==> src/rtl/rotate_pos_gen_if.sv <==
// Control and status bundle for the rotating-position generator.
// The master drives the rotation controls; the slave returns position and lap status.
interface rotate_pos_gen_if;
    logic       en;
    logic       cw;
    logic       step;
    logic [1:0] speed;
    logic       lap_clr;
    logic [2:0] pos;
    logic       tick;
    logic       lap;
    logic [7:0] lap_cnt;

    modport master (
        output en, cw, step, speed, lap_clr,
        input  pos, tick, lap, lap_cnt
    );

    modport slave (
        input  en, cw, step, speed, lap_clr,
        output pos, tick, lap, lap_cnt
    );
endinterface

==> src/rtl/rotate_pos_gen.sv <==
// Rotation index generator for a segment pattern driver: free-running or single-step
// advance of a 0..7 position, with lap detection and a saturating lap counter.
module rotate_pos_gen #(
    parameter int TICK_DIV = 25_000_000,
    parameter int CNT_W    = 25
) (
    input  logic              clk,
    input  logic              reset,
    rotate_pos_gen_if.slave   bus
);

    typedef enum logic {HOLD, RUN} state_t;

    localparam logic [CNT_W-1:0] DIV = CNT_W'(TICK_DIV);

    state_t           state, state_nxt;
    logic [CNT_W-1:0] presc, presc_nxt;
    logic [CNT_W-1:0] limit_m1;
    logic             step_q, step_arm;
    logic             advance, wrap;
    logic [2:0]       pos_r;
    logic             tick_r, lap_r;
    logic [7:0]       lap_cnt_r;

    assign limit_m1 = (DIV >> bus.speed) - CNT_W'(1);

    // NOTE: every always_comb output gets a default first so no path can infer a latch.
    always_comb begin
        state_nxt = bus.en ? RUN : HOLD;
        presc_nxt = '0;
        advance   = 1'b0;
        if (state == RUN) begin
            // ">=" also catches a speed increase that leaves the count past the new limit.
            if (presc >= limit_m1) advance = 1'b1;
            else                   presc_nxt = presc + CNT_W'(1);
        end else begin
            // step_arm masks a step that was already high when reset released.
            advance = step_arm && bus.step && !step_q && !bus.en;
        end
        wrap = advance && (bus.cw ? (pos_r == 3'd7) : (pos_r == 3'd0));
    end

    // NOTE: sequential state uses non-blocking assignments so every register sees pre-edge values.
    always_ff @(posedge clk or negedge reset) begin
        if (!reset) begin
            state     <= HOLD;
            presc     <= '0;
            step_q    <= 1'b0;
            step_arm  <= 1'b0;
            pos_r     <= 3'd0;
            tick_r    <= 1'b0;
            lap_r     <= 1'b0;
            lap_cnt_r <= 8'd0;
        end else begin
            state    <= state_nxt;
            presc    <= presc_nxt;
            step_q   <= bus.step;
            step_arm <= 1'b1;
            tick_r   <= advance;
            lap_r    <= wrap;
            if (advance) pos_r <= bus.cw ? pos_r + 3'd1 : pos_r - 3'd1;
            if (bus.lap_clr)                     lap_cnt_r <= 8'd0;
            else if (wrap && lap_cnt_r != 8'hFF) lap_cnt_r <= lap_cnt_r + 8'd1;
        end
    end

    assign bus.pos     = pos_r;
    assign bus.tick    = tick_r;
    assign bus.lap     = lap_r;
    assign bus.lap_cnt = lap_cnt_r;

endmodule

==> src/flat_wrapper.sv <==
// flat-port wrapper written by rule: the top's interface ports become plain ports
module rotate_pos_gen_flat 
#(
    parameter int TICK_DIV = 25_000_000,
    parameter int CNT_W    = 25
)
  (clk, reset, bus_en, bus_cw, bus_step, bus_speed, bus_lap_clr, bus_pos, bus_tick, bus_lap, bus_lap_cnt);
  rotate_pos_gen_if bus_i ();
  input  logic clk;
  input  logic reset;
  input wire logic [$bits(bus_i.en)-1:0] bus_en;
  input wire logic [$bits(bus_i.cw)-1:0] bus_cw;
  input wire logic [$bits(bus_i.step)-1:0] bus_step;
  input wire logic [$bits(bus_i.speed)-1:0] bus_speed;
  input wire logic [$bits(bus_i.lap_clr)-1:0] bus_lap_clr;
  output wire logic [$bits(bus_i.pos)-1:0] bus_pos;
  output wire logic [$bits(bus_i.tick)-1:0] bus_tick;
  output wire logic [$bits(bus_i.lap)-1:0] bus_lap;
  output wire logic [$bits(bus_i.lap_cnt)-1:0] bus_lap_cnt;
  assign bus_i.en = bus_en;
  assign bus_i.cw = bus_cw;
  assign bus_i.step = bus_step;
  assign bus_i.speed = bus_speed;
  assign bus_i.lap_clr = bus_lap_clr;
  assign bus_pos = bus_i.pos;
  assign bus_tick = bus_i.tick;
  assign bus_lap = bus_i.lap;
  assign bus_lap_cnt = bus_i.lap_cnt;
  rotate_pos_gen #(.TICK_DIV(TICK_DIV), .CNT_W(CNT_W)) u_core (.clk(clk), .reset(reset), .bus(bus_i));
endmodule
==> config.mk <==
export PLATFORM = sky130hd
export DESIGN_NAME = rotate_pos_gen_flat
export DESIGN_NICKNAME = d
export VERILOG_FILES = /design/src/rtl/rotate_pos_gen_if.sv /design/src/rtl/rotate_pos_gen.sv /design/src/flat_wrapper.sv
export SDC_FILE = /design/constraint.sdc
export NUM_CORES = 1
export LEC_CHECK = 0
export BUFFER_PORTS_ARGS = -buffer_cell sky130_fd_sc_hd__buf_2
export CAP_MARGIN = 10
export CORE_MARGIN = 2
export CORE_UTILIZATION = 50
export CTS_CLUSTER_SIZE = 28
export DETAILED_ROUTE_END_ITERATION = 12
export GPL_TIMING_DRIVEN = 0
export PLACE_DENSITY = 0.73
export SLEW_MARGIN = 25
export SYNTH_ARGS = -nofsm -noshare
export SYNTH_HDL_FRONTEND = slang
export SYNTH_SLANG_ARGS = --single-unit
==> constraint.sdc <==
create_clock -name clk -period 2.7 [get_ports clk]
set_input_delay 0.135 -clock clk [delete_from_list [all_inputs] [get_ports clk]]
set_output_delay 0.135 -clock clk [all_outputs]
set_load 0.1 [all_outputs]
## Word-level counts from Yosys, hierarchy flattened

Cells that the tools add are included.

| operators by class | value |
|---|---|
| $add $sub $neg | 5 |
| order comparisons | 1 |
| eq/ne operators | 2 |
| shift-type cells | 1 |
| muxes and demuxes | 9 |
| reduce and logical (&&, ||, !) cells | 9 |

Operators with widths:

| operator | number |
|---|---|
| 25-bit two-way mux | 2 |
| 25-bit by 1-bit adder with 25-bit output, second input constant | 1 |
| 25-bit greater-or-equal comparator | 1 |
| 25-bit by 2-bit right shift with 25-bit output, first input constant | 1 |
| 25-bit by 1-bit subtractor with 25-bit output, second input constant | 1 |
| 8-bit two-way mux | 2 |
| 8-bit by 1-bit adder with 8-bit output, second input constant | 1 |
| 8-bit != test, second input constant | 1 |
| 1-bit logical AND | 5 |
| 1-bit two-way mux | 4 |
| 3-bit by 1-bit adder with 3-bit output, second input constant | 1 |
| 3-bit equality test, second input constant | 1 |
| 3-bit logical NOT | 1 |
| 3-bit two-way mux | 1 |
| 3-bit by 1-bit subtractor with 3-bit output, second input constant | 1 |
| 1-bit logical NOT | 2 |
| 2-bit nonzero test | 1 |

| word-level totals | value |
|---|---|
| bits in registers | 41 |
| input port bits | 8 |
| output and inout port bits | 13 |
| logic and storage cells | 35 |

## Depth between registers and ports, before layout

| depth | value |
|---|---|
| depth after elaboration | 9 |
| mapped depth | 13 |
| depth with buffers taken out | 12 |

## Worst setup path after synthesis

No wires, ideal clock.

| path | value |
|---|---|
| path kind | input to register |
| start | input bus_speed[0] |
| end | register u_core.lap_cnt_r[5] (netlist: u_core.bus.lap_cnt[5]) |
| setup time | 0.066 ns |
| arrival time | 2.450 ns |
| data required time | 2.634 ns |
| slack | 0.184 ns |
| cell stages on the path | 12 |
| path buffers | 2 |
| path through | and2b_1 -> buf_6 -> ha_1 -> ha_1 -> nand4_1 -> nor4b_1 -> o31a_1 -> o31ai_1 -> a211o_1 -> buf_6 -> or4_1 -> nand2_1 |

| between the ends | value |
|---|---|
| cells in the longest elaborated chain, start to end | 8 |

Ends and longest elaborated chain:

| element | RTL line | source |
|---|---|---|
| start, declared | flat_wrapper.sv:14 | `input wire logic [$bits(bus_i.speed)-1:0] bus_speed;` |
| 25-bit by 2-bit right shift with 25-bit output | rotate_pos_gen.sv:25 | `assign limit_m1 = (DIV >> bus.speed) - CNT_W'(1);` |
| 25-bit by 1-bit subtractor with 25-bit output | rotate_pos_gen.sv:25 |  |
| 25-bit greater-or-equal comparator | rotate_pos_gen.sv:34 | `if (presc >= limit_m1) advance = 1'b1;` |
| 1-bit two-way mux | rotate_pos_gen.sv:34 |  |
| 1-bit two-way mux | rotate_pos_gen.sv:32 | `if (state == RUN) begin` |
| 1-bit logical AND | rotate_pos_gen.sv:40 | `wrap = advance && (bus.cw ? (pos_r == 3'd7) : (pos_r == 3'd0));` |
| 1-bit logical AND | rotate_pos_gen.sv:63 | `else if (wrap && lap_cnt_r != 8'hFF) lap_cnt_r <= lap_cnt_r + 8'd1;` |
| 2-bit nonzero test (no source line) | -- |  |
| end signal, assigned | rotate_pos_gen.sv:63 |  |
| end, declared | rotate_pos_gen.sv:23 | `logic [7:0] lap_cnt_r;` |

Every way passes these cells.
A chain may end at the register's enable or synchronous reset.

## Worst setup path in the final report

| path | value |
|---|---|
| start | register u_core.presc[18] |
| end | register u_core.lap_cnt_r[2] (netlist: u_core.bus.lap_cnt[2]) |

| between the ends | value |
|---|---|
| cells in the longest elaborated chain, start to end | 6 |

Ends and longest elaborated chain:

| element | RTL line | source |
|---|---|---|
| start, declared | rotate_pos_gen.sv:17 | `logic [CNT_W-1:0] presc, presc_nxt;` |
| start signal, assigned | rotate_pos_gen.sv:56 | `presc <= presc_nxt;` |
| 25-bit greater-or-equal comparator | rotate_pos_gen.sv:34 |  |
| 1-bit two-way mux | rotate_pos_gen.sv:34 |  |
| 1-bit two-way mux | rotate_pos_gen.sv:32 |  |
| 1-bit logical AND | rotate_pos_gen.sv:40 |  |
| 1-bit logical AND | rotate_pos_gen.sv:63 |  |
| 2-bit nonzero test (no source line) | -- |  |

Every way passes these cells.

==> run metrics <==
filler-free cell count of the finished design 370; level count of the clock H-tree 2; Data arrival, critical path approximately 2.8 ns; root buffer cell sky130_fd_sc_hd__clkbuf_8; maximum number of pins on one net before global-route repair between 40 and 50; Crit Path Max Fanout 5; final critical-path share of the clock period 96.43%; via count of the first global-routing pass between 1500 and 2000; GR Util met3 about 4.4%; die boundary height between 70 and 80 um; number of max-cap violations 0; reg-to-reg setup timing slack around 0.096 ns; Diodes inserted 0; DRC violations left 0; final total power 1.668 mW; status completed; P per Cell Area approximately 570 mW/mm^2; Buffers on Ports 20; initial standard-cell utilization of the core between 50 and 60%; post-layout util roughly three fifths; critical path type flip-flop to flip-flop; Post-synth EDFFs 0; clock edge transition at the registers on the reported setup and hold paths 0.09 ns; max frequency 384.1 MHz; Critical Path End Type flip-flop; number of endpoints failing setup at the final stage 0; total of warnings raised by yosys 0; Clock Skews between 0.01 and 0.015 ns; TritonCTS Buffers 5; final layout net count approximately 330; TritonCTS clock tree yes; prevailing post-synth register cell sky130_fd_sc_hd__dfrtp_1; area enclosed by the die boundary ~0.0056 mm^2; Pins Over Slew Limit 0; average cell area after synthesis ~9.4 um^2; kind of path behind the tightest hold check input pin to flip-flop; gate count of the mapped netlist roughly 270; post-synthesis instance area 0.002522 mm^2; Fin. Hold Viols 0; placed wire-length estimate about 3800 um; routed wirelength normalized by instance count 13.94 um; proportion of layout cells with a drive suffix above 1 ~16%; io pins 21; Iter 0 DRT Violations a little over 100; via total after detailed routing roughly 2000; x dimension of the die roughly 75 um; transition time at the pin with the least slew margin 0.5144 ns; Skew-Pair Late Insertion Delay approximately 0.30 ns; DP Worst Slack -0.5309 ns; tightest slew margin relative to the limit between 60% and 70%; dpl cells 357; Area growth syn-to-layout 15.53%; peak supply drop approximately 0.83 mV; number of buffers on the longest clock path 2; area used by multi-input combinational logic approximately 0.0014 mm^2; global-route track usage on met1 about 29%; placement row count 25; worst hold margin between 0.1 and 0.15 ns; Critical Path Start Type flip-flop; DR pass1 iterations 4; antenna violation net count after detailed routing 0; core area between 0.004 and 0.005 mm^2; post-synthesis async set-or-reset flop share 100.0%; flip-flop and latch area around 0.0010 mm^2; Leakage ~1.4 nW; first-pass GRT wire length around 8400 um; synthesized flop and latch total 41; post-synthesis cell type count 43; Via-to-Cell Ratio 5.535; fill cell count about 420; post-layout minimum cycle time around 2.6 ns; fin worst setup slack between 0.09 and 0.1 ns; most used routing layer met2; initial antenna violation count 0; Total Routed Length 5156 um; share of synthesized area occupied by flip-flops and latches 40.67%; GRT overflow 0; Required @ worst endpoint 2.89 ns; global placement routability congestion a little under 0.8; met2 layer usage reported by global route a little under a third; Tot GR Track Use between 10% and 20%; CTS sink cnt 41
[synth_stat cells (8+ instances only)]
library cell | instances | share of area [%]
sky130_fd_sc_hd__nand3_1 | 15 | 3.0
sky130_fd_sc_hd__xor2_1 | 11 | 3.8
sky130_fd_sc_hd__xnor2_1 | 12 | 4.2
sky130_fd_sc_hd__o21ai_0 | 9 | 1.8
sky130_fd_sc_hd__dfrtp_1 | 41 | 41
sky130_fd_sc_hd__nor3_1 | 8 | 1.6
sky130_fd_sc_hd__nand2_1 | 13 | 1.9
sky130_fd_sc_hd__a21oi_1 | 12 | 2.4
sky130_fd_sc_hd__nor2_1 | 42 | 6.2
sky130_fd_sc_hd__inv_1 | 13 | 1.9
sky130_fd_sc_hd__ha_1 | 23 | 11
sky130_fd_sc_hd__nand4_1 | 11 | 2.7
[per-stage QoR]
stage          instance area (um^2)  TNS (ns)
6_report                       2914         0
5_1_grt                        2914  -0.02741
4_1_cts                        2872         0
3_5_place_dp                   2714    -14.01
3_3_place_gp                   2714    -13.71
2_1_floorplan                  2530         0
[what timing repair did]
action | 4_1_cts | 5_1_grt
pin swaps | 0 | 1
gates resized for setup | 3 | 4
setup endpoints to repair | 26 | 25
setup buffers | 0 | 2
hold buffers | 3 | 0
hold endpoints to repair | 16 | 0
[layout make-up]
type	count	share of cell area, %
clock buffers	5	2.362
repair buffers	25	5.067
inverters	13	1.675
well taps	67	2.877
flip-flops and latches	41	35.21
clock inverters	3	1.589
plain buffers	7	1.503
multi-input cells	209	49.72
[logic make-up (layout without fill, tap and decap cells)]
group / Yosys count / count (layout) / synth area share [%]
xor+xnor: 24 / 24 / 8.631
mux: 2 / 2 / 0.8928
simple gates: 114 / 114 / 22.32
compound gates: 41 / 41 / 11.31
flops: 41 / 41 / 40.67
buf+inv: 20 / 53 / 3.671
other cells: 2 / 4 / 0.2977
fa+ha+maj: 24 / 24 / 12.20
[flip-flops by register name (all words and copies together), names as in the netlist]
register            flops
u_core.state            1
u_core.bus.pos          3
u_core.bus.tick         1
u_core.bus.lap_cnt      8
u_core.step_q           1
u_core.bus.lap          1
u_core.step_arm         1
u_core.presc           25
[critical path: stages, from the launching register on]
cell                       delay [ns]
sky130_fd_sc_hd__dfrtp_1         0.44
sky130_fd_sc_hd__ha_1            0.33
sky130_fd_sc_hd__a21o_1          0.16
sky130_fd_sc_hd__a31oi_1         0.26
sky130_fd_sc_hd__o311ai_4        0.13
sky130_fd_sc_hd__nor3_1          0.42
sky130_fd_sc_hd__a21oi_2         0.10
sky130_fd_sc_hd__buf_4           0.18
sky130_fd_sc_hd__and3_1          0.17
sky130_fd_sc_hd__mux2_1          0.30
[routing by layer]
metal	vias up	wire length, um	share of wire [%]
met5	-	0	0
met4	0	56	1.1
met3	5	144	2.8
met2	28	2417	47
met1	1003	2538	49
li1	1012	-	-
[report_power, final]
part | internal (mW) | switching [mW]
logic | 0.118 | 0.320
registers | 0.663 | 0.0649
clock network | 0.277 | 0.226
total | 1.06 | 0.610
[placed cells by master, fill, tap and decap left out, types with 4 or more instances in the layout]
cell,n
sky130_fd_sc_hd__a21oi_1,11
sky130_fd_sc_hd__a31o_2,5
sky130_fd_sc_hd__and3_1,5
sky130_fd_sc_hd__buf_2,21
sky130_fd_sc_hd__clkbuf_8,5
sky130_fd_sc_hd__conb_1,4
sky130_fd_sc_hd__dfrtp_1,41
sky130_fd_sc_hd__ha_1,23
sky130_fd_sc_hd__inv_1,13
sky130_fd_sc_hd__nand2_1,13
sky130_fd_sc_hd__nand3_1,15
sky130_fd_sc_hd__nand4_1,11
sky130_fd_sc_hd__nor2_1,41
sky130_fd_sc_hd__nor3_1,8
sky130_fd_sc_hd__o21ai_0,9
sky130_fd_sc_hd__or3_1,5
sky130_fd_sc_hd__xnor2_1,12
sky130_fd_sc_hd__xor2_1,11
[final timing paths]
path,from,end,cells after the start
min,bus_lap_clr,u_core.bus.lap_cnt[5],3
max reg2reg,u_core.presc[18],u_core.bus.lap_cnt[2],9
max in group asynchronous,reset,u_core.presc[1],2
min reg2reg,u_core.presc[0],u_core.presc[0],1
max,u_core.presc[18],u_core.bus.lap_cnt[2],9
min in group asynchronous,reset,u_core.presc[24],2
Note: power is estimated with default switching activity, not from simulation.
